--- config.mk ---
export PLATFORM = sky130hd
export DESIGN_NAME = riscv_core_hazard_scoreboard
export DESIGN_NICKNAME = d
export VERILOG_FILES = /design/src/rtl/riscv_core_hazard_scoreboard.sv
export SDC_FILE = /design/constraint.sdc
export NUM_CORES = 1
export LEC_CHECK = 0
export ABC_AREA = 1
export ABC_CLOCK_PERIOD_IN_PS = 2490
export BUFFER_PORTS_ARGS = -buffer_cell sky130_fd_sc_hd__buf_4
export CORE_ASPECT_RATIO = 0.6
export CORE_MARGIN = 5
export CORE_UTILIZATION = 31
export CTS_CLUSTER_DIAMETER = 120
export CTS_CLUSTER_SIZE = 8
export DETAILED_ROUTE_END_ITERATION = 6
export PLACE_DENSITY = 0.53
export SYNTH_ARGS = -nofsm -noshare
export SYNTH_HDL_FRONTEND = slang
export SYNTH_SLANG_ARGS = --single-unit
--- constraint.sdc ---
create_clock -name i_clk -period 2.49 [get_ports i_clk]
set_input_delay 0.498 -clock i_clk [delete_from_list [all_inputs] [get_ports i_clk]]
set_output_delay 0.498 -clock i_clk [all_outputs]
set_load 0.05 [all_outputs]
--- src/rtl/riscv_core_hazard_scoreboard.sv ---
// Hazard controller for the RV64IMAC 5-stage pipeline with an M-unit scoreboard.
// Drives operand forwarding, stage stalls and flushes, and exception capture and hold.
//
// Ports:
//   i_clk, i_rst_n            clock, asynchronous active-low reset
//   i_rs*_id, i_rs*_ex        source registers in ID and EX
//   i_rd_ex/mem/wb            destination registers in EX, MEM and WB
//   i_regwrite_mem/wb         register-write enables in MEM and WB
//   i_load_ex                 load in EX
//   i_mstart_ex, i_mready     M-op issue request, M unit can accept
//   i_mdone, i_mdone_rd       M-op completion and its destination
//   i_pcsrc_ex                taken branch or jump resolved in EX
//   i_illegal_instr, i_mdivby0, i_mof, i_exc_ack
//                             exception sources, trap acknowledge
//   o_forward[a|b]_ex         00 regfile, 01 WB, 10 MEM, 11 M-unit result
//   o_stall_*, o_flush_*      stage hold and bubble controls
//   o_exception, o_exc_cause  pending exception and its cause
//   o_sb_busy                 any scoreboard bit set
module riscv_core_hazard_scoreboard #(
   parameter int NREGS        = 32,
   parameter int REG_W        = 5,
   parameter int LOAD_BUBBLES = 1
) (
   input  logic             i_clk,
   input  logic             i_rst_n,
   input  logic [REG_W-1:0] i_rs1_id,
   input  logic [REG_W-1:0] i_rs2_id,
   input  logic [REG_W-1:0] i_rs1_ex,
   input  logic [REG_W-1:0] i_rs2_ex,
   input  logic [REG_W-1:0] i_rd_ex,
   input  logic [REG_W-1:0] i_rd_mem,
   input  logic [REG_W-1:0] i_rd_wb,
   input  logic             i_regwrite_mem,
   input  logic             i_regwrite_wb,
   input  logic             i_load_ex,
   input  logic             i_mstart_ex,
   input  logic             i_mready,
   input  logic             i_mdone,
   input  logic [REG_W-1:0] i_mdone_rd,
   input  logic             i_pcsrc_ex,
   input  logic             i_illegal_instr,
   input  logic             i_mdivby0,
   input  logic             i_mof,
   input  logic             i_exc_ack,
   output logic [1:0]       o_forwarda_ex,
   output logic [1:0]       o_forwardb_ex,
   output logic             o_stall_if,
   output logic             o_stall_id,
   output logic             o_stall_ex,
   output logic             o_flush_id,
   output logic             o_flush_ex,
   output logic             o_flush_mem,
   output logic             o_exception,
   output logic [1:0]       o_exc_cause,
   output logic             o_sb_busy
);

   typedef enum logic {
      IDLE,
      PENDING
   } exc_state_e;

   logic [NREGS-1:0] sb_q, sb_d;
   logic [1:0]       cnt_q, cnt_d;
   exc_state_e       state_q, state_d;
   logic [1:0]       cause_q, cause_d;

   logic       ld_hit, lu_stall, raw, waw, pending, issue;
   logic [1:0] fwd_a, fwd_b;
   logic       stall_if, stall_id, stall_ex;
   logic       flush_id, flush_ex, flush_mem;

   function automatic logic [1:0] fwd_sel(
      input logic [REG_W-1:0] rs,
      input logic [REG_W-1:0] rd_mem,
      input logic             rw_mem,
      input logic [REG_W-1:0] rd_wb,
      input logic             rw_wb,
      input logic             mdone,
      input logic [REG_W-1:0] mdone_rd
   );
      logic [1:0] sel;
      sel = 2'b00;
      if (rs == '0)                      sel = 2'b00;
      else if (rw_mem && rd_mem == rs)   sel = 2'b10;
      else if (rw_wb && rd_wb == rs)     sel = 2'b01;
      else if (mdone && mdone_rd == rs)  sel = 2'b11;
      return sel;
   endfunction

   always_comb begin
      fwd_a = fwd_sel(i_rs1_ex, i_rd_mem, i_regwrite_mem,
                      i_rd_wb, i_regwrite_wb, i_mdone, i_mdone_rd);
      fwd_b = fwd_sel(i_rs2_ex, i_rd_mem, i_regwrite_mem,
                      i_rd_wb, i_regwrite_wb, i_mdone, i_mdone_rd);
   end

   always_comb begin
      pending  = (state_q == PENDING);
      ld_hit   = i_load_ex && (i_rd_ex != '0) &&
                 ((i_rs1_id == i_rd_ex) || (i_rs2_id == i_rd_ex));
      // A running bubble count keeps the stall even after the load leaves EX.
      lu_stall = ld_hit || (cnt_q != 2'd0);
      raw      = ((i_rs1_id != '0) && sb_q[i_rs1_id]) ||
                 ((i_rs2_id != '0) && sb_q[i_rs2_id]);
      waw      = i_mstart_ex && (sb_q[i_rd_ex] || !i_mready);
   end

   // Precedence: pending exception, then WAW/structural hold of EX,
   // then branch redirect, then load-use / RAW bubbles.
   always_comb begin
      stall_if  = 1'b0;
      stall_id  = 1'b0;
      stall_ex  = 1'b0;
      flush_id  = 1'b0;
      flush_ex  = 1'b0;
      flush_mem = 1'b0;
      if (pending) begin
         stall_if  = 1'b1;
         flush_id  = 1'b1;
         flush_ex  = 1'b1;
         flush_mem = 1'b1;
      end else if (waw) begin
         stall_if  = 1'b1;
         stall_id  = 1'b1;
         stall_ex  = 1'b1;
         flush_mem = 1'b1;
      end else if (i_pcsrc_ex) begin
         flush_id = 1'b1;
         flush_ex = 1'b1;
      end else if (lu_stall || raw) begin
         stall_if = 1'b1;
         stall_id = 1'b1;
         flush_ex = 1'b1;
      end
   end

   // Bubble counter: a branch that is not held back by EX squashes the load.
   always_comb begin
      cnt_d = cnt_q;
      if (i_pcsrc_ex && !waw)  cnt_d = 2'd0;
      else if (cnt_q != 2'd0)  cnt_d = cnt_q - 2'd1;
      else if (ld_hit)         cnt_d = 2'(LOAD_BUBBLES - 1);
   end

   always_comb begin
      issue = i_mstart_ex && i_mready && (i_rd_ex != '0) && !stall_ex;
      sb_d  = sb_q;
      if (pending && i_exc_ack) begin
         sb_d = '0;
      end else begin
         if (i_mdone) sb_d[i_mdone_rd] = 1'b0;
         // Set after clear so a same-cycle set of the same bit wins.
         if (issue)   sb_d[i_rd_ex]    = 1'b1;
      end
      sb_d[0] = 1'b0;
   end

   always_comb begin
      state_d = state_q;
      cause_d = cause_q;
      unique case (state_q)
         IDLE: begin
            if (i_illegal_instr || i_mdivby0 || i_mof) begin
               state_d = PENDING;
               if (i_illegal_instr)  cause_d = 2'b01;
               else if (i_mdivby0)   cause_d = 2'b10;
               else                  cause_d = 2'b11;
            end
         end
         PENDING: begin
            if (i_exc_ack) begin
               state_d = IDLE;
               cause_d = 2'b00;
            end
         end
         default: begin
            state_d = IDLE;
            cause_d = 2'b00;
         end
      endcase
   end

   always_ff @(posedge i_clk or negedge i_rst_n) begin
      if (!i_rst_n) begin
         sb_q    <= '0;
         cnt_q   <= 2'd0;
         state_q <= IDLE;
         cause_q <= 2'b00;
      end else begin
         sb_q    <= sb_d;
         cnt_q   <= cnt_d;
         state_q <= state_d;
         cause_q <= cause_d;
      end
   end

   // Reset forces every output low, including the combinational ones.
   assign o_forwarda_ex = i_rst_n ? fwd_a : 2'b00;
   assign o_forwardb_ex = i_rst_n ? fwd_b : 2'b00;
   assign o_stall_if    = i_rst_n & stall_if;
   assign o_stall_id    = i_rst_n & stall_id;
   assign o_stall_ex    = i_rst_n & stall_ex;
   assign o_flush_id    = i_rst_n & flush_id;
   assign o_flush_ex    = i_rst_n & flush_ex;
   assign o_flush_mem   = i_rst_n & flush_mem;
   assign o_exception   = i_rst_n & pending;
   assign o_exc_cause   = (i_rst_n && pending) ? cause_q : 2'b00;
   assign o_sb_busy     = i_rst_n & (|sb_q);

endmodule

==> impl_results.md <==
- Top FF cell, synth: dfrtp_1
- Required time worst endpoint: 1990 ps
- Nets@finish: 789
- Switching share of total power: 0.405
- Commonest cells post-synth: nand2_1, inv_1, nor2_1
- Vias/cell: 5.40
- Port bufs: 66
- Syn nets: 697
- Power Internal: 1.40 mW
- Hold buffer count at CTS: 0
- Setup_tns: 0 ps
- Routability congestion estimate: 0.942
- WL final: 15900 um
- FF+latch count, synth: 36
- Die Wd: 156 um
- NetSw: 0.952 mW
- Largest area contributor in the netlist: dfrtp_1
- Setup slack, reg-to-reg: 560 ps
- Number of DRC markers in iteration 0: 528
- Final Cycle Share: 0.993
- Syn Area/Cell: 6.19 um^2
- Yosys cell types: 30
- Cell Area, Synth: 3990 um^2
- DRC: 0
- Max-slew violations: 0
- Worst vdd ir: 0.395 mV
- Slack of the critical path: 18.6 ps
- Clock power frac: 0.291
- Final ANT Viol Nets: 0
- First-pass GRT wire length: 24400 um
- RR Endpoint: sb_q[31]
- Unrepaired setup endpoints after global routing: true
- Hold Fails Final Rpt: 0
- Vias in the first global route: 4636
- CP Launch Type: input port
- CTS clk-pin slew, worst paths: 60 ps
- Number of synthesized flops with an enable pin: 0
- WP data arrival: 1970 ps
- Placed wire-length estimate: 11800 um
- Cell Pwr Density: 434 nW/um^2
- Relative slew slack: 0.645
- # rows: 32
- Antenna diodes: 0
- GRT overflow: 0
- Pin count of the biggest net entering global routing: 32
- Clock Sinks: 36
- Clk root buf: clkbuf_16
- Synth area leaders: dfrtp_1, nand2_1, nand3_2, inv_1, nand3_1
- Synth Warn #: 0
- Num CTS Buffers: 5
- Reg-to-Reg Start: sb_q[16]
- Count leader, synth: nand2_1
- Max Cap Viol: 0
- Worst r2r path cells: 13
- Initial antenna violation count: 0
- Worst skew pair latency: 290 ps
- Logic gate share of total power: 0.433
- Min Clock Period, post-route: 2470 ps
- Longest Clk Path Bufs: 2
- IO Pins: 67
- Worst slack at placement: -109 ps
- Sequential power share: 0.276
- Synth Instances: 644
- Status: finished clean
- GRT Total Usage: 0.197
- Die ar.: 15300 um^2
- Worst Skew: 3.51 ps
- Hold slack: 108 ps
- Total power draw: 2.35 mW
- DR WL/cell: 17.5 um
- Share of the synthesized area in the top cell type: 0.226
- Drt pass-1 iters: 5
- Register area share after synthesis: 0.226
- Area growth from synthesis to layout: 36.1%
- Worst setup EP type: primary output
- H-Tree Depth: 2
- Hold Crit Class: in -> async
- Via count: 4890
- Static leakage: 2.48 nW
- Ys async rst share: 1.00
- CORE AREA: 12700 um^2
- Worst slew pin tran: 532 ps
- CTS tree: built
- Starting Density: 0.313
- Util after Layout: 0.426
- FMAX: 405 MHz
- Final setup fails: 0
- CP Class: in -> out
- Crit Path Max Fanout: 5
- Die Y: 97.8 um
- Layout cell share with drive strength beyond 1: 0.323
## flip-flops by register name (all words and copies together) (netlist names)
| name | flops |
|---|---|
| cause_q | 2 |
| pending | 1 |
| cnt_q | 2 |
| sb_q | 31 |
## power by group through the flow
stage,sequential [mW],combinational [mW],clock (mW)
2_1_floorplan,0.649,0.565,0
3_3_place_gp,0.659,0.888,0
3_5_place_dp,0.659,0.891,0
4_1_cts,0.649,0.909,0.685
5_1_grt,0.652,1.09,0.708
6_report,0.649,1.02,0.685
## kinds of logic after synthesis
family / Yosys count / synth area share
and+or+nand+nor: 364 / 0.425
DFF: 36 / 0.226
xor gates and xnor gates: 12 / 0.0264
buffers and inverters: 111 / 0.128
AOI/OAI and AO/OA: 121 / 0.194
## routing by layer
layer,wire length (um),GRT usage,up-vias
met2,6280,0.259,303
met3,1950,0.0624,19
li1,-,-,2298
met1,7490,0.310,2270
met4,137,0.0347,0
met5,0,0.00952,-
## area by class of cell
| type | count | area [um^2] |
|---|---|---|
| Tap cell | 170 | 213 |
| Fill cell | 1321 | 7310 |
| Multi-Input combinational cell | 497 | 2770 |
| Inverter | 82 | 333 |
| Clock buffer | 7 | 153 |
| Sequential cell | 36 | 902 |
| Timing Repair Buffer | 114 | 1050 |
## metrics by stage
stage                     cell area (um^2)  cells
after floorplan                       3990    644
after global placement                4870    893
after detailed placement              4870    893
after CTS                             5080    900
after global routing                  5430    906
final                                 5430    906
## cell usage in the layout, fill, tap and decap left out, types with 2 or more instances in the layout
master      netlist  layout
nand2_2           5      19
nor2_1           63      57
buf_12            1       7
inv_2             2       6
a21oi_2          30      33
nor3_1           10       4
clkinvlp_4        0       4
o2111ai_1         4       4
a221oi_1          2       2
nor2_2            0       2
clkbuf_8          0       2
nor3_4            0       4
clkbuf_16         0       8
o22ai_1          10      10
buf_4             2      93
nor4_1            7       7
o21ai_2           0       2
buf_6             8       7
nor3_2            0       2
nand3_2          31      35
a21oi_1          18      15
a31oi_1           3       2
o21ai_0          42      40
xor2_1           10      10
inv_1            80      70
xnor2_1           2       2
dfrtp_1          36      35
o21ai_1           5       5
nand3_1          57      52
nor2_4            0       4
nand2_1         183     168
nand4_1           6       6
buf_8             0       4
o211ai_1          6       6
## worst max-delay path, stage by stage
cell and delay, ps:
buf_4 140, buf_4 140, nor3_1 270, nand2_1 130, nand3_1 80, nor2_1 50
nand2_2 100, nand2_4 100, nor2_4 160, nand2_2 80, inv_1 70, buf_6 150
## how the worst max path moves through the flow
stage	start	slack, ps	cells after the start	endpoint
after floorplan	i_mdone_rd[4]	10	5	o_forwardb_ex[0]
after global placement	i_rd_ex[3]	-100	13	o_stall_id
after detailed placement	i_rd_ex[3]	-110	13	o_stall_id
after CTS	i_rd_ex[4]	10	13	o_flush_ex
after global routing	i_rd_ex[0]	-50	14	o_stall_ex
final	i_rd_ex[4]	20	12	o_stall_ex
## repair_timing
item                                    CTS  global route
gates resized for setup                  15            68
pin swaps                                 3            15
gates cloned                              0             3
hold endpoints to repair                  0             0
endpoints found under the setup margin    6             6
buffers inserted                          0             4
Power figures use the tool's default switching activity.
